<file path="src/rtl/mips_harvard_bus_bridge.sv">
// Bridges a Harvard MIPS core's fetch and load/store ports onto one shared,
// stallable memory bus: one registered transaction at a time, with timeout abort.
module mips_harvard_bus_bridge #(
  parameter int ADDR_W        = 32,
  parameter int DATA_W        = 32,
  parameter int DATA_PRIORITY = 1,
  parameter int TIMEOUT       = 255
) (
  input  logic                clk,
  input  logic                reset,
  input  logic                instr_req,
  input  logic [ADDR_W-1:0]   instr_address,
  output logic [DATA_W-1:0]   instr_readdata,
  output logic                instr_valid,
  input  logic                data_read,
  input  logic                data_write,
  input  logic [ADDR_W-1:0]   data_address,
  input  logic [DATA_W-1:0]   data_writedata,
  input  logic [DATA_W/8-1:0] data_byteenable,
  output logic [DATA_W-1:0]   data_readdata,
  output logic                data_valid,
  output logic                bus_err,
  output logic [ADDR_W-1:0]   bus_address,
  output logic                bus_read,
  output logic                bus_write,
  output logic [DATA_W-1:0]   bus_writedata,
  output logic [DATA_W/8-1:0] bus_byteenable,
  input  logic                bus_waitrequest,
  input  logic [DATA_W-1:0]   bus_readdata,
  output logic [1:0]          dbg_state_o
);

  localparam int CNT_W = (TIMEOUT > 0) ? $clog2(TIMEOUT + 1) : 1;
  localparam logic [CNT_W-1:0] CNT_LAST = CNT_W'((TIMEOUT > 0) ? TIMEOUT - 1 : 0);

  // Debug encoding: 0 = IDLE, 1 = BUS, 2 = RESP.
  typedef enum logic [1:0] {IDLE = 2'd0, BUS = 2'd1, RESP = 2'd2} state_t;

  state_t           state_q;
  logic             grant_data_q;
  logic             favor_data_q;
  logic [CNT_W-1:0] cnt_q;

  logic data_req;
  logic pick_data;
  logic timeout_hit;

  // Handshake: each core port holds its request level until its one-cycle valid;
  // a bus transfer completes in a cycle with a strobe high and waitrequest low.
  assign data_req    = data_read | data_write;
  assign pick_data   = data_req & (~instr_req | (DATA_PRIORITY != 0) | favor_data_q);
  assign timeout_hit = (TIMEOUT != 0) && (cnt_q == CNT_LAST);
  assign dbg_state_o = state_q;

  always_ff @(posedge clk) begin
    if (reset) begin
      state_q        <= IDLE;
      grant_data_q   <= 1'b0;
      favor_data_q   <= 1'b1;
      cnt_q          <= '0;
      instr_readdata <= '0;
      instr_valid    <= 1'b0;
      data_readdata  <= '0;
      data_valid     <= 1'b0;
      bus_err        <= 1'b0;
      bus_address    <= '0;
      bus_read       <= 1'b0;
      bus_write      <= 1'b0;
      bus_writedata  <= '0;
      bus_byteenable <= '0;
    end else begin
      case (state_q)
        IDLE: begin
          if (instr_req || data_req) begin
            grant_data_q   <= pick_data;
            bus_address    <= pick_data ? data_address : instr_address;
            bus_writedata  <= pick_data ? data_writedata : '0;
            bus_byteenable <= pick_data ? data_byteenable : '1;
            // A simultaneous read and write request is serviced as a write.
            bus_write      <= pick_data & data_write;
            bus_read       <= ~(pick_data & data_write);
            cnt_q          <= '0;
            state_q        <= BUS;
          end
        end
        BUS: begin
          if (!bus_waitrequest) begin
            bus_read  <= 1'b0;
            bus_write <= 1'b0;
            if (bus_read) begin
              if (grant_data_q) data_readdata  <= bus_readdata;
              else              instr_readdata <= bus_readdata;
            end
            instr_valid <= ~grant_data_q;
            data_valid  <= grant_data_q;
            state_q     <= RESP;
          end else if (timeout_hit) begin
            bus_read  <= 1'b0;
            bus_write <= 1'b0;
            if (grant_data_q) data_readdata  <= '0;
            else              instr_readdata <= '0;
            instr_valid <= ~grant_data_q;
            data_valid  <= grant_data_q;
            bus_err     <= 1'b1;
            state_q     <= RESP;
          end else if (cnt_q != '1) begin
            cnt_q <= cnt_q + CNT_W'(1);
          end
        end
        RESP: begin
          instr_valid  <= 1'b0;
          data_valid   <= 1'b0;
          bus_err      <= 1'b0;
          cnt_q        <= '0;
          favor_data_q <= ~grant_data_q;
          state_q      <= IDLE;
        end
        default: state_q <= IDLE;
      endcase
    end
  end

endmodule
</file>
<file path="config.mk">
export PLATFORM = sky130hd
export DESIGN_NAME = mips_harvard_bus_bridge
export DESIGN_NICKNAME = d
export VERILOG_FILES = /design/src/rtl/mips_harvard_bus_bridge.sv
export SDC_FILE = /design/constraint.sdc
export NUM_CORES = 1
export LEC_CHECK = 0
export CELL_PAD_IN_SITES_DETAIL_PLACEMENT = 1
export CELL_PAD_IN_SITES_GLOBAL_PLACEMENT = 1
export CORE_MARGIN = 3
export CORE_UTILIZATION = 49
export DETAILED_ROUTE_END_ITERATION = 8
export DONT_BUFFER_PORTS = 1
export PLACE_DENSITY = 0.83
export SLEW_MARGIN = 10
export SYNTH_ARGS = -nofsm -noshare
export SYNTH_HDL_FRONTEND = slang
export SYNTH_SLANG_ARGS = --single-unit
</file>
<file path="constraint.sdc">
create_clock -name clk -period 5.2 [get_ports clk]
set_input_delay 1.04 -clock clk [delete_from_list [all_inputs] [get_ports clk]]
set_output_delay 1.04 -clock clk [all_outputs]
set_load 0.01 [all_outputs]
</file>
### After elaboration in Yosys (flattened, before gate mapping)

Index checks and enable logic that the tools add are counted.

| word-level totals | value |
|---|---|
| word-level logic and storage cells | 80 |
| flip-flop bits (word level) | 148 |
| RAM bits | 0 |
| output and inout port bits | 139 |
| ROM bits | 0 |
| bits of input ports | 138 |
| bits in latches | 0 |
| memories kept | 0 |

| cells by class | value |
|---|---|
| div/mod/pow operators | 0 |
| add/subtract/negate cells | 1 |
| multiplexer cells | 37 |
| $mul | 0 |
| reduce and logical (&&, ||, !) cells | 14 |
| equality and inequality tests | 11 |
| shift-type cells | 0 |
| order comparisons | 0 |
| bitwise gates (word level) | 4 |

Operator list:

| kind | count |
|---|---|
| $mux 32 | 12 |
| $mux 8 | 4 |
| $pmux 8 s3 | 1 |
| $mux 1 | 10 |
| $ne 2x2->1 const B | 5 |
| $pmux 1 s2 | 5 |
| $add 8x1->8 const B | 1 |
| $eq 8x8->1 const B | 1 |
| $ne 8x8->1 const B | 1 |
| $reduce_and 4->1 | 2 |
| $mux 2 | 3 |
| $reduce_and 2->1 | 3 |
| $reduce_and 3->1 | 2 |
| $reduce_bool 2->1 | 3 |
| $reduce_and 5->1 | 1 |
| $mux 4 | 1 |
| $pmux 2 s2 | 1 |
| $ne 3x3->1 const B | 1 |
| $reduce_bool 3->1 | 1 |
| $eq 2x1->1 const B | 1 |
| $eq 2x2->1 const B | 1 |
| $logic_not 2->1 | 1 |
| $ne 2x1->1 const B | 1 |
| $not 1->1 | 2 |
| other kinds (3) | 3 |

### Longest topological paths before layout

Gate-level depths: netlist (run 1).

| depth | value |
|---|---|
| word-level depth | 5 |
| depth in mapped cells | 8 |
| depth with buffers taken out | 6 |

### Least setup slack after synthesis (run 1)

No wires, ideal clock.

| timing | value |
|---|---|
| kind | input to register |
| start | input port data_write |
| end | register bus_byteenable[0] |
| path buffers | 2 |
| slack | 3043 ps |
| library setup time | 119 ps |
| stages on the path | 5 |
| data required time | 5081 ps |
| arrival time | 2038 ps |
| path through | or2_1 buf_2 o21a_1 buf_2 o221a_2 |

| between the ends | value |
|---|---|
| cells in the longest elaborated chain, start to end | 3 |
| elaborated cells on any way between the ends | 4 |
| those cells by class | 1 x mux; 1 x bitwise; 2 x reduce/logical |

Ends and longest elaborated chain:

| item | line | RTL |
|---|---|---|
| start: declaration | 16 | `input logic data_write,` |
| $or 1x1->1 (*) | 50 | `assign data_req = data_read \| data_write;` |
| $logic_or 1x1->1 | 74 | `if (instr_req \|\| data_req) begin` |
| $reduce_and 2->1 (no source line) | -- |  |
| end signal: assignment | 78 | `bus_byteenable <= pick_data ? data_byteenable : '1;` |
| end: declaration | 27 | `output logic [DATA_W/8-1:0] bus_byteenable,` |

Mark *: on every way between the ends. The rest lies on a longest branch, timed or not.
A chain may end at the register's enable or synchronous reset.

### Worst setup path after layout (run 1)

| timing | value |
|---|---|
| start | input port data_write |
| end | register bus_address[2] |

| between the ends | value |
|---|---|
| cells in the longest elaborated chain, start to end | 3 |
| elaborated cells on any way between the ends | 4 |
| those cells by class | 1 x mux; 1 x bitwise; 2 x reduce/logical |

Ends and longest elaborated chain:

| item | line | RTL |
|---|---|---|
| $or 1x1->1 (*) | 50 |  |
| $logic_or 1x1->1 | 74 |  |
| $reduce_and 2->1 (no source line) | -- |  |
| end signal: assignment | 76 | `bus_address <= pick_data ? data_address : instr_address;` |
| end: declaration | 23 | `output logic [ADDR_W-1:0] bus_address,` |

Marked as above.

==> qor.txt, run 1 <==
Status: finished clean
Final nets: 683
Max-slew violations: 0
Die X: 112.9 um
Largest net degree at the start of global routing: 76
Endpoints failing hold: 0
Post-CTS Setup Bufs: 0
Total global-route track usage: 0.2453
Final-report setup violation count: 0
Max incr delay on CP: 990 ps
GR Overflow Total: 0
Post-route ant nets: 0
Max IR drop VDD: 257.2 uV
Clock transition at the registers of the reported paths: 60 ps
Final Wtd Congestion: 0.8096
Drt drc: 0
Synth Warn #: 0
Count of cell types in the netlist: 42
Fin crit period: 2605 ps
Int Pwr: 2160 uW
Initial Util: 0.5096
Total power: 3134 uW
Die Y: 112.9 um
Skew final: 9.166 ps
Seq pwr share: 0.456
Synth Area per Inst: 9.923 um^2
Hold/Removal Path Class: register to register
Initial DRT Pass Iterations: 5
Vias per cell: 6.551
Routed WL: 16.29 mm
Critical path's slowest cell: o21a_2
CTS Buf Count: 17
Post-route setup TNS: 0 ps
# IOs: 277
Sequential area share after synthesis: 0.5294
Routed len/inst: 23.61 um
Setup crit end kind: register
Core ar.: 10980 um^2
# clock sinks: 148
Cell Pwr Density: 504.5 nW/um^2
Main synth FF type: dfxtp_1
WP data arrival: 2910 ps
Clock Power Share: 0.392
R2R Path Start: dbg_state_o[0]$_SDFFE_PP0P_
F_max: 383.9 MHz
Worst path cell trace: or2_1 > buf_4 > o21a_2 > nor2_1 > a311oi_1
H-tree levels: 4
RSZ-0062 raised after global routing: false
CTS resizes: 0
Setup crit start: data_write
Crit-path max FO: 68
DR iter-0 viols: 285
Max-cap violations: 0
Cts-stage hold buffer count: 0
Slew at the pin closest to its max-slew limit: 1206 ps
Final HPWL DP: 11.31 mm
Max Root-Sink Buffers: 2
Number of cell rows: 38
Synth Register Bits: 148
Clock tree root driver cell: clkbuf_16
Worst Hold Launch: cnt_q[6]$_SDFFE_PP0P_
WS Path Type: input pin to register
Worst path bufs/invs: 1
IO Port Bufs: 0
DR vias: 4520
Logic pwr share: 0.151
Diodes inserted: 0
CP Data Required Time: 5510 ps
Most common cell after layout, fill and taps aside: dfxtp_1
Switching share of power: 0.3106
Die area: 12740 um^2
P_leak: 0.002306 uW
Fin crit share: 0.5010
CP startpoint kind: input pin
Most frequent cells in the layout: dfxtp_1 (148), nand2_1 (79), nor2_1 (71)
Post-synthesis cell area: 5597 um^2
Antenna violations before repair: 0
Skew-Pair Late Insertion Delay: 420 ps
Synth Net Count: 709
Max transition margin: 0.1962
Switching pwr: 973.2 uW
Layout area overhead: 10.98%
Top delay family on crit path: compound AO/OA/AOI/OAI gates
Layout cell share with drive strength beyond 1: 0.1018
CTS tree: done
First-pass GRT wire length: 24.81 mm
Asr flop ratio synth: 0
Post-synth EDFFs: 0
Vias in the first global route: 4599
Mapped Cells: 564
[final cells by class]
type,count,area (um^2)
inverter,8,30.03
sequential,148,2963
clock inverter,12,143.9
fill,1185,4772
tap,140,175.2
multi-input combinational,356,2381
clock buffer,19,452.9
timing repair buffer,7,65.06
[path summary, 6_finish.rpt]
check	end	slack [ps]	cells after the start
setup / recovery	bus_address[2]$_SDFFE_PP0P_	2590	5
hold / removal	cnt_q[6]$_SDFFE_PP0P_	490	2
setup reg to reg	bus_address[2]$_SDFFE_PP0P_	2650	5
hold reg to reg	cnt_q[6]$_SDFFE_PP0P_	490	2
[flip-flops by register name, summed over array words and instances, names as in the netlist, 2 cells and up]
name / cells
bus_byteenable: 4
instr_readdata: 32
data_readdata: 32
cnt_q: 8
bus_writedata: 32
dbg_state_o: 2
bus_address: 32
[cells by family (layout without fill, tap and decap cells)]
logic type,after synthesis,after routing,synth area share
multiplexers,8,8,0.01453
adder cells (fa/ha/maj),7,7,0.01565
flip-flops,148,148,0.5294
buffers and inverters,60,46,0.04985
AO/OA/AOI/OAI,164,164,0.2587
AND/OR/NAND/NOR,177,177,0.1319
[layer usage]
metal,vias up,wire [um],GRT usage
li1,2060,-,-
met1,2236,5903,0.2586
met2,200,8647,0.4427
met3,24,1476,0.09305
met4,0,264,0.09135
met5,-,0,0
[worst reg2reg max path, cell delays in order (launching register included)]
cell,delay [ps]
dfxtp_1,390
inv_1,150
ha_1,420
o21a_2,1030
nor2_1,110
a311oi_1,340
[synth_stat cells (2+ instances only)]
master      n  area (um^2)
inv_1       8        30.03
clkbuf_1   26        97.59
or4_1       2        15.01
a22oi_1    32        240.2
a32o_1     64        640.6
dfxtp_1   148         2963
o31ai_2     2        25.02
nand2b_1    6        37.54
a211oi_1    3        22.52
ha_1        7        87.58
mux2i_1     7        70.07
nor2_1     74        277.8
buf_2      21        105.1
nand2_1    79        296.5
o31ai_1     2        15.01
o211ai_1    3        22.52
and2_1      2        12.51
a21oi_1     8        40.04
buf_6       3        33.78
a311oi_1   33        289.0
o21ai_0     5        25.02
o221a_2     5        56.30
nand3_1     5        25.02
[metrics by stage]
stage	util	worst slack (ps)	hold slack [ps]	instances	cell area, um^2
finish	0.5655	2595	487.5	690	6211
global route	0.5655	2416	529.7	690	6211
floorplan	-	3043	454.4	564	5597
detailed placement	0.5089	2154	484.1	658	5589
global placement	0.5089	2366	466.0	658	5589
CTS	0.5632	2613	491.0	689	6186
[power groups by stage]
stage          Sequential (uW)  Clock, uW  Combinational (uW)
3_5_place_dp              1460          0                 472
5_1_grt                   1440       1300                 536
6_report                  1430       1230                 474
3_3_place_gp              1450          0                 435
2_1_floorplan             1410          0                 403
4_1_cts                   1430       1240                 476
Power figures use the tool's default switching activity.
==> run 2, diff against run 1 <==
- CORE_UTILIZATION: 49 -> 41
- PLACE_DENSITY: 0.83 -> 0.74
- clock period: 5.2 -> 2.3 ns (I/O delays scaled with it)
==> run 2 against run 1 <==
Worst hold slack worse by 370 ps. Sequential cell count is the same. Highest routed layer unchanged. Largest cell class unchanged. Via count is 0.80% lower. Clock skew down 3.4 ps.
==> qor.txt, run 2 (synthesis results as in run 1) <==
Status: finished clean
Clock transition at the registers of the reported paths: 60 ps (about the same)
Vias per cell: 6.109 (-6.7%)
DR iter-0 viols: 270 (-5.3%)
RR Endpoint: cnt_q[1]$_SDFFE_PP0P_
Multi-input gate area: 2379 um^2 (-0.10%)
CP startpoint kind: register
Max-cap violations: 0 (unchanged)
Largest net degree at the start of global routing: 76 (unchanged)
Worst path bufs/invs: 1 (unchanged)
Worst R2R Path Depth: 6 (+1)
Most common cell after layout, fill and taps aside: dfxtp_1
Max IR drop VDD: 469.5 uV (+83%)
Die X: 122.8 um (+8.8%)
Most frequent cells in the layout: dfxtp_1 (148), nand2_1 (79), nor2_1 (71)
DR vias: 4484 (-0.80%)
WS Path Type: register to register
R2R Path Start: dbg_state_o[0]$_SDFFE_PP0P_
Setup crit end kind: register
Sequential Area: 2963 um^2 (unchanged)
Final-report setup violation count: 0 (unchanged)
CP Depth: 6 (+1)
Die Y: 122.8 um (+8.8%)
Max-slew violations: 0 (unchanged)
WP data arrival: 2450 ps (-460 ps)
RSZ-0062 raised after global routing: false
Cell Pwr Density: 1099 nW/um^2 (+120%)
Setup crit start: dbg_state_o[0]$_SDFFE_PP0P_
Initial Util: 0.4209 (-0.08862)
Worst path cell trace: inv_1 > ha_1 > or4b_4 > nand2_1 > or4_1 > a31oi_1
Slew at the pin closest to its max-slew limit: 634.8 ps (-570.8 ps)
Die area: 15090 um^2 (+18%)
Max incr delay on CP: 510 ps (-480 ps)
Worst Setup EP: cnt_q[1]$_SDFFE_PP0P_
Crit-path max FO: 7 (-90%)
Placement Cell Area: 5707 um^2 (+2.1%)
Drt drc: 0 (unchanged)
CTS Buf Count: 17 (unchanged)
Routed len/inst: 22.24 um (-5.8%)
Routed WL: 16.33 mm (+0.21%)
# fillers: 1450 (+22%)
Final nets: 690 (+1.0%)
# clock sinks: 148 (unchanged)
Max Root-Sink Buffers: 2 (unchanged)
P_leak: 0.002315 uW (+0.40%)
Top delay family on crit path: simple AND/OR/NAND/NOR gates
Clock tree root driver cell: clkbuf_16
Layout cell share with drive strength beyond 1: 0.1165 (+0.01467)
CP Data Required Time: 2640 ps (-2870 ps)
Final HPWL DP: 11.63 mm (+2.8%)
GR Overflow Total: 0 (unchanged)
Cts-stage hold buffer count: 0 (unchanged)
Final Util: 0.4709 (-0.09459)
Skew-Pair Late Insertion Delay: 420 ps (about the same)
# IOs: 277 (unchanged)
Post-route setup TNS: 0 ps (unchanged)
CTS tree: done
Critical path's slowest cell: or4_1
Diodes inserted: 0 (unchanged)
Final Wtd Congestion: 0.7487 (-7.5%)
Fin crit period: 2102 ps
Endpoints failing hold: 0 (unchanged)
F_max: 475.7 MHz
Layout area overhead: 11.87%
Core ar.: 13300 um^2 (+21%)
Skew final: 5.779 ps (-3.387 ps)
Post-route ant nets: 0 (unchanged)
Fin area: 6261 um^2 (+0.81%)
Total global-route track usage: 0.2064 (-0.03890)
R2r setup slk: 200 ps (-2450 ps)
Fin crit share: 0.9139
Initial DRT Pass Iterations: 5 (unchanged)
IO Port Bufs: 0 (unchanged)
H-tree levels: 4 (unchanged)
Max transition margin: 0.5768 (+0.3805)
Vias in the first global route: 4595 (-0.087%)
Hold slack final: 116.4 ps (-371.2 ps)
Antenna violations before repair: 0 (unchanged)
Hold/Removal Path Class: input pin to register
Number of cell rows: 42 (+11%)
First-pass GRT wire length: 24.05 mm (-3.1%)
run 2: changes by cell type in the layout (fill, tap and decap cells not counted), sizes merged:
| cell | change |
|---|---|
| buf | +7 |
| bufinv | -2 |
| clkbuf | -1 |
| clkinv | -3 |
| clkinvlp | +2 |
| inv | +5 |
run 2: metal layers:
metal / share of wire / GRT usage / vias up
met5: 0 / 0 / -
met4: 0.016 / 0.07348 / 0
met3: 0.11 / 0.1041 / 23
met2: 0.52 / 0.3642 / 189
met1: 0.36 / 0.2091 / 2198
li1: - / - / 2074
run 2: power by group:
part	internal [uW]	total, uW	switching [uW]
Clock	1430	2570	1140
Combinational	383	1080	699
Sequential	2860	3220	370
run 2: repair_timing:
action	4_1_cts	5_1_grt
endpoints found under the setup margin	1	1
buffers inserted	0	0
gates resized for setup	1	1
cloned	0	0
run 2: how the worst min path moves through the flow:
stage,start,depth (start not counted),slack (ps),endpoint
2_1_floorplan,cnt_q[6]$_SDFFE_PP0P_,2,450,cnt_q[6]$_SDFFE_PP0P_
3_3_place_gp,cnt_q[6]$_SDFFE_PP0P_,2,470,cnt_q[6]$_SDFFE_PP0P_
3_5_place_dp,cnt_q[6]$_SDFFE_PP0P_,2,480,cnt_q[6]$_SDFFE_PP0P_
4_1_cts,reset,1,100,bus_write$_SDFFE_PP0P_
5_1_grt,reset,1,90,grant_data_q$_SDFFE_PP0P_
6_report,reset,1,120,grant_data_q$_SDFFE_PP0P_
run 2: area by class of cell:
type                    count  area share
inverters                   8    0.004796
flip-flops and latches    148      0.4732
repair buffers             14     0.01879
well taps                 176     0.03517
clock buffers              18     0.07014
clock inverters            14     0.01799
multi-input cells         356      0.3799
run 2: through the flow:
step           cells  total power (uW)  setup slack (ps)
2_1_floorplan    564              4097             414.4
3_3_place_gp     702              4298             183.0
3_5_place_dp     702              4377             12.67
4_1_cts          734              6987             113.3
5_1_grt          734              7267             73.06
6_report         734              6881             197.9
